===== src/rtl/mm_mem_pkg.sv =====
// Shared definitions for the matrix-multiplier operand memory and the blocks
// that access it. The mock memory, the stream reader and a future writer all use these.
package mm_mem_pkg;

    // Default memory geometry: one 256-bit row/column slice per word, 1024 words.
    localparam int MM_DATA_WIDTH = 256;
    localparam int MM_ADDR_WIDTH = 10;

    // Reader control states.
    typedef enum logic [1:0] {
        IDLE = 2'd0,
        RUN  = 2'd1,
        FIN  = 2'd2
    } reader_state_e;

endpackage : mm_mem_pkg


===== src/rtl/mem_stream_reader.sv =====
// Command-driven reader for the operand memory read port.
// It accepts (base, count, stride) and walks the address sequence on r_addr.
// It captures the asynchronous read data into an output register and presents
// the words as a valid/ready stream with a last marker and a completion pulse.
module mem_stream_reader
    import mm_mem_pkg::*;
#(
    parameter int DATA_WIDTH = MM_DATA_WIDTH,
    parameter int ADDR_WIDTH = MM_ADDR_WIDTH,
    parameter int CNT_WIDTH  = ADDR_WIDTH + 1
) (
    input  logic                  clk,
    input  logic                  rst_n,
    // command channel
    input  logic                  cmd_valid,
    output logic                  cmd_ready,
    input  logic [ADDR_WIDTH-1:0] cmd_base,
    input  logic [CNT_WIDTH-1:0]  cmd_count,
    input  logic [ADDR_WIDTH-1:0] cmd_stride,
    // memory read port
    output logic [ADDR_WIDTH-1:0] r_addr,
    input  logic [DATA_WIDTH-1:0] r_data,
    // output stream
    output logic                  out_valid,
    input  logic                  out_ready,
    output logic [DATA_WIDTH-1:0] out_data,
    output logic                  out_last,
    // status
    output logic                  busy,
    output logic                  done
);

    reader_state_e         state_q;
    logic [ADDR_WIDTH-1:0] addr_q;
    logic [ADDR_WIDTH-1:0] addr_d;
    logic [ADDR_WIDTH-1:0] stride_q;
    logic [CNT_WIDTH-1:0]  remaining_q;
    logic [CNT_WIDTH-1:0]  remaining_d;
    logic [DATA_WIDTH-1:0] out_data_q;
    logic                  out_valid_q;
    logic                  out_last_q;
    logic                  done_q;
    logic                  load;

    // Next address wraps modulo the memory depth by truncation; next count is one fewer word.
    assign addr_d      = addr_q + stride_q;
    assign remaining_d = remaining_q - CNT_WIDTH'(1);

    // Capture a word whenever words remain and the output register is empty or draining.
    always_comb begin
        // NOTE: default assignment first so no path through this block infers a latch.
        load = 1'b0;
        if (state_q == RUN) begin
            load = (remaining_q != '0) && (!out_valid_q || out_ready);
        end
    end

    // Reader FSM with the address walker, beat counter and registered stream outputs.
    always_ff @(posedge clk) begin
        // NOTE: the wide data register is reset as well, so out_data reads 0 after reset
        // instead of stale contents; reset is sampled on the clock edge, not asynchronously.
        if (!rst_n) begin
            state_q     <= IDLE;
            addr_q      <= '0;
            stride_q    <= '0;
            remaining_q <= '0;
            out_data_q  <= '0;
            out_valid_q <= 1'b0;
            out_last_q  <= 1'b0;
            done_q      <= 1'b0;
        end else begin
            // done is a single-cycle pulse: it is only raised on the transition into FIN.
            done_q <= 1'b0;
            unique case (state_q)
                IDLE: begin
                    if (cmd_valid) begin
                        addr_q      <= cmd_base;
                        remaining_q <= cmd_count;
                        stride_q    <= cmd_stride;
                        if (cmd_count == '0) begin
                            state_q <= FIN;
                            done_q  <= 1'b1;
                        end else begin
                            state_q <= RUN;
                        end
                    end
                end
                RUN: begin
                    if (load) begin
                        // NOTE: non-blocking assignments so every register sees pre-edge values.
                        out_data_q  <= r_data;
                        out_valid_q <= 1'b1;
                        out_last_q  <= (remaining_q == CNT_WIDTH'(1));
                        addr_q      <= addr_d;
                        remaining_q <= remaining_d;
                    end else if (out_valid_q && out_ready) begin
                        // The register drains with nothing left to load. If that was the
                        // final beat, the command is complete.
                        out_valid_q <= 1'b0;
                        if (out_last_q) begin
                            out_last_q <= 1'b0;
                            state_q    <= FIN;
                            done_q     <= 1'b1;
                        end
                    end
                end
                FIN: begin
                    state_q <= IDLE;
                end
                default: begin
                    state_q <= IDLE;
                end
            endcase
        end
    end

    assign cmd_ready = (state_q == IDLE);
    assign busy      = (state_q != IDLE);
    assign r_addr    = addr_q;
    assign out_valid = out_valid_q;
    assign out_data  = out_data_q;
    assign out_last  = out_last_q;
    assign done      = done_q;

endmodule : mem_stream_reader

===== config.mk =====
export PLATFORM = sky130hd
export DESIGN_NAME = mem_stream_reader
export DESIGN_NICKNAME = d
export VERILOG_FILES = /design/src/rtl/mm_mem_pkg.sv /design/src/rtl/mem_stream_reader.sv
export SDC_FILE = /design/constraint.sdc
export NUM_CORES = 1
export LEC_CHECK = 0
export BUFFER_PORTS_ARGS = -buffer_cell sky130_fd_sc_hd__buf_2
export CORE_AREA = 10 10 208 210
export DETAILED_ROUTE_END_ITERATION = 6
export DIE_AREA = 0 0 218 220
export PLACE_DENSITY = 0.58
export SLEW_MARGIN = 25
export SYNTH_ARGS = -nofsm -noshare
export SYNTH_HDL_FRONTEND = slang
export SYNTH_SLANG_ARGS = --single-unit

===== constraint.sdc =====
create_clock -name clk -period 2.15 [get_ports clk]
set_clock_uncertainty 0.05 [all_clocks]
set_input_delay 0.1075 -clock clk [delete_from_list [all_inputs] [get_ports clk]]
set_output_delay 0.1075 -clock clk [all_outputs]
set_load 0.01 [all_outputs]

==> flow_summary.json <==
{
  "power_density_nw_per_um2": 825,
  "drc": 0,
  "seqCellArea_um2": 5850,
  "required_ps": 2540,
  "first_pass_iters": 4,
  "pre_cts_slack_ps": -50.1,
  "dieArea_um2": 48000,
  "multi_input_area_um2": 4720,
  "crit_type": "reg -> reg",
  "gr-total-overflow": 0,
  "viasPerCell": 4.69,
  "io_pins": 562,
  "worstHoldPathType": "in -> reg",
  "synth-edff-count": 0,
  "grt_pass1_wl_um": 72700,
  "synth_seq_cells": 292,
  "clock_path_buffers": 3,
  "cts_buffers": 34,
  "cts-htree-levels": 2,
  "clock_latency_ps": 520,
  "wl_um": 47500,
  "synthArstFlopShare": 0,
  "fp.dieH_um": 220,
  "ys_seq_area_frac": 0.526,
  "period_minus_slack_ps": 2090,
  "finalHoldViolations": 0,
  "fin_crit_sh": 0.973,
  "syn_avg_cell_area_um2": 7.96,
  "antenna_found_initial": 3,
  "seq_power_share": 0.396,
  "drv_cap": 0,
  "cp_num_buf_inv": 0,
  "arrival_ps": 2480,
  "start_kind": "flip-flop",
  "die_w_um": 218,
  "clk_pin_slew_worst_paths_ps": 60,
  "nets": 2563,
  "cp_slowest_cell": "a2111oi_4",
  "core_um2": 39300,
  "power.switching_mw": 4.50,
  "p_comb_frac": 0.231,
  "postLayoutSetupSlackWorst_ps": 58.1,
  "grt_max_degree": 65,
  "fp-row-count": 73,
  "synth_area_um2": 11100,
  "area_growth_pct": 70.2,
  "via_count": 13173,
  "swShare": 0.289,
  "intPower_mw": 11.1,
  "cp-end-kind": "flip-flop",
  "worst_pin_slew_ps": 659,
  "grt_pass1_vias": 13420,
  "drv_slew": 0,
  "syn_inst": 1396,
  "path_delay_family": "compound AO/OA/AOI/OAI gates",
  "ys_types": 54,
  "initial_core_util": 0.283,
  "synth_area_leaders": "dfxtp_1 53%, nand2_1 19%, a21oi_1 12%",
  "portBuffers": 561,
  "netlist.area_leader.share": 0.526,
  "dp_hpwl_um": 33600,
  "drive_gt1_frac": 0.320,
  "setup_violations": 0,
  "peakVddDrop_uv": 703,
  "relSlewSlack": 0.557,
  "fillers": 3662,
  "crit_chain": "ha_2 -> fa_2 -> a21o_1 -> a2111oi_4 -> o21ai_0 -> nor3b_1 -> o31ai_1",
  "wire_per_inst_um": 16.9,
  "critPathMaxStageDelay_ps": 370,
  "status": "finished clean",
  "fmax_ghz": 0.478,
  "drtIter0Drc": 889,
  "routabilityCongestion": 0.867,
  "grt.total_usage": 0.186,
  "holdWs_ps": 317,
  "p_clk_frac": 0.372,
  "synth_fp_nets": 1700,
  "ys_warn_count": 0,
  "clkSinkCount": 292,
  "synthTopCellsByCount": "569 x nand2_1, 292 x dfxtp_1, 268 x a21oi_1",
  "cp_max_fo": 3,
  "setup-tns-final_ps": 0,
  "synth_area_leader_cell": "dfxtp_1",
  "synth_ff_type": "dfxtp_1",
  "rsz0062_at_grt": "no",
  "p_leak_nw": 8.61,
  "ant_nets": 0,
  "clockRootBuffer": "clkbuf_16",
  "yosysMostFrequentCell": "nand2_1",
  "cts_tree": "built"
}
## area by class of cell
type	count	area share
timing repair buffer	927	0.344
sequential	292	0.309
multi-input combinational	999	0.250
clock buffer	49	0.0561
tap	525	0.0347
clock inverter	10	0.00417
inverter	5	0.00139
antenna	4	0.000530
## layer usage
metal | GRT usage | routed length (um)
met5 | 0 | 0
met4 | 0.0882 | 1890
met3 | 0.0496 | 3720
met2 | 0.318 | 23400
met1 | 0.213 | 18400
## timing repair
item | in CTS | in global routing
pin swaps | 1 | 6
resized for setup | 4 | 14
endpoints found under the setup margin | 3 | 232
setup buffers | 0 | 1
hold buffers | 290 | 0
gates cloned | 0 | 0
endpoints found under the hold margin | 291 | 0
## registers in the layout, indices dropped and copies added (netlist names)
name         count
done             1
remaining_q     11
out_data       256
r_addr          10
out_valid        1
stride_q        10
state_q          2
out_last         1
## logic make-up after synthesis
group,after synthesis,synth area share
buffers and inverters,105,0.0556
muxes,1,0.000901
xor gates and xnor gates,2,0.00158
and+or+nand+nor,630,0.223
DFF,292,0.526
AOI/OAI and AO/OA,353,0.177
adders and majority gates,13,0.0153
## path summary, 6_finish.rpt
kind	from	end	slack, ps	cells after the start
max	r_addr[0]	r_addr[8]	60	7
min	r_data[233]	out_data[233]	320	4
max reg2reg	r_addr[0]	r_addr[8]	60	7
min reg2reg	out_data[65]	out_data[65]	400	2
## worst min-delay path, delay by kind of cell
kind / cells / cell delay [ps]
buffers and inverters: 2 / 650
AO/OA/AOI/OAI: 1 / 50
AND/OR/NAND/NOR: 1 / 40
## stage by stage
| stage | cell area (um2) | util | instances | total power, mW |
|---|---|---|---|---|
| final | 18900 | 0.481 | 2811 | 15.6 |
| after global routing | 18900 | 0.481 | 2810 | 16.4 |
| after CTS | 18800 | 0.480 | 2806 | 15.7 |
| after detailed placement | 14800 | 0.376 | 2457 | 9.40 |
| after global placement | 14800 | 0.376 | 2457 | 9.34 |
| after floorplan | 11100 | - | 1396 | 7.99 |
## placed cells by master, fill, tap and decap left out, types with 5 or more instances in the layout
master           n
o21a_1           5
nor3_1           7
nand3_1          6
nor2_1          21
dlygate4sd3_1  290
dfxtp_1        291
a21oi_2         22
buf_12          16
ha_1            10
buf_2          561
o21ai_0         18
buf_4           58
clkinv_2         8
clkbuf_16       37
nand2_1        569
a21oi_1        266
clkbuf_8         9
## power groups by stage
stage	Clock (mW)	Combinational, mW	Sequential, mW
floorplan	0	1.50	6.49
global placement	0	3.09	6.26
detailed placement	0	3.11	6.29
CTS	5.98	3.56	6.17
global route	6.23	3.94	6.24
finish	5.80	3.61	6.18
Note: power is estimated with default switching activity, not from simulation.
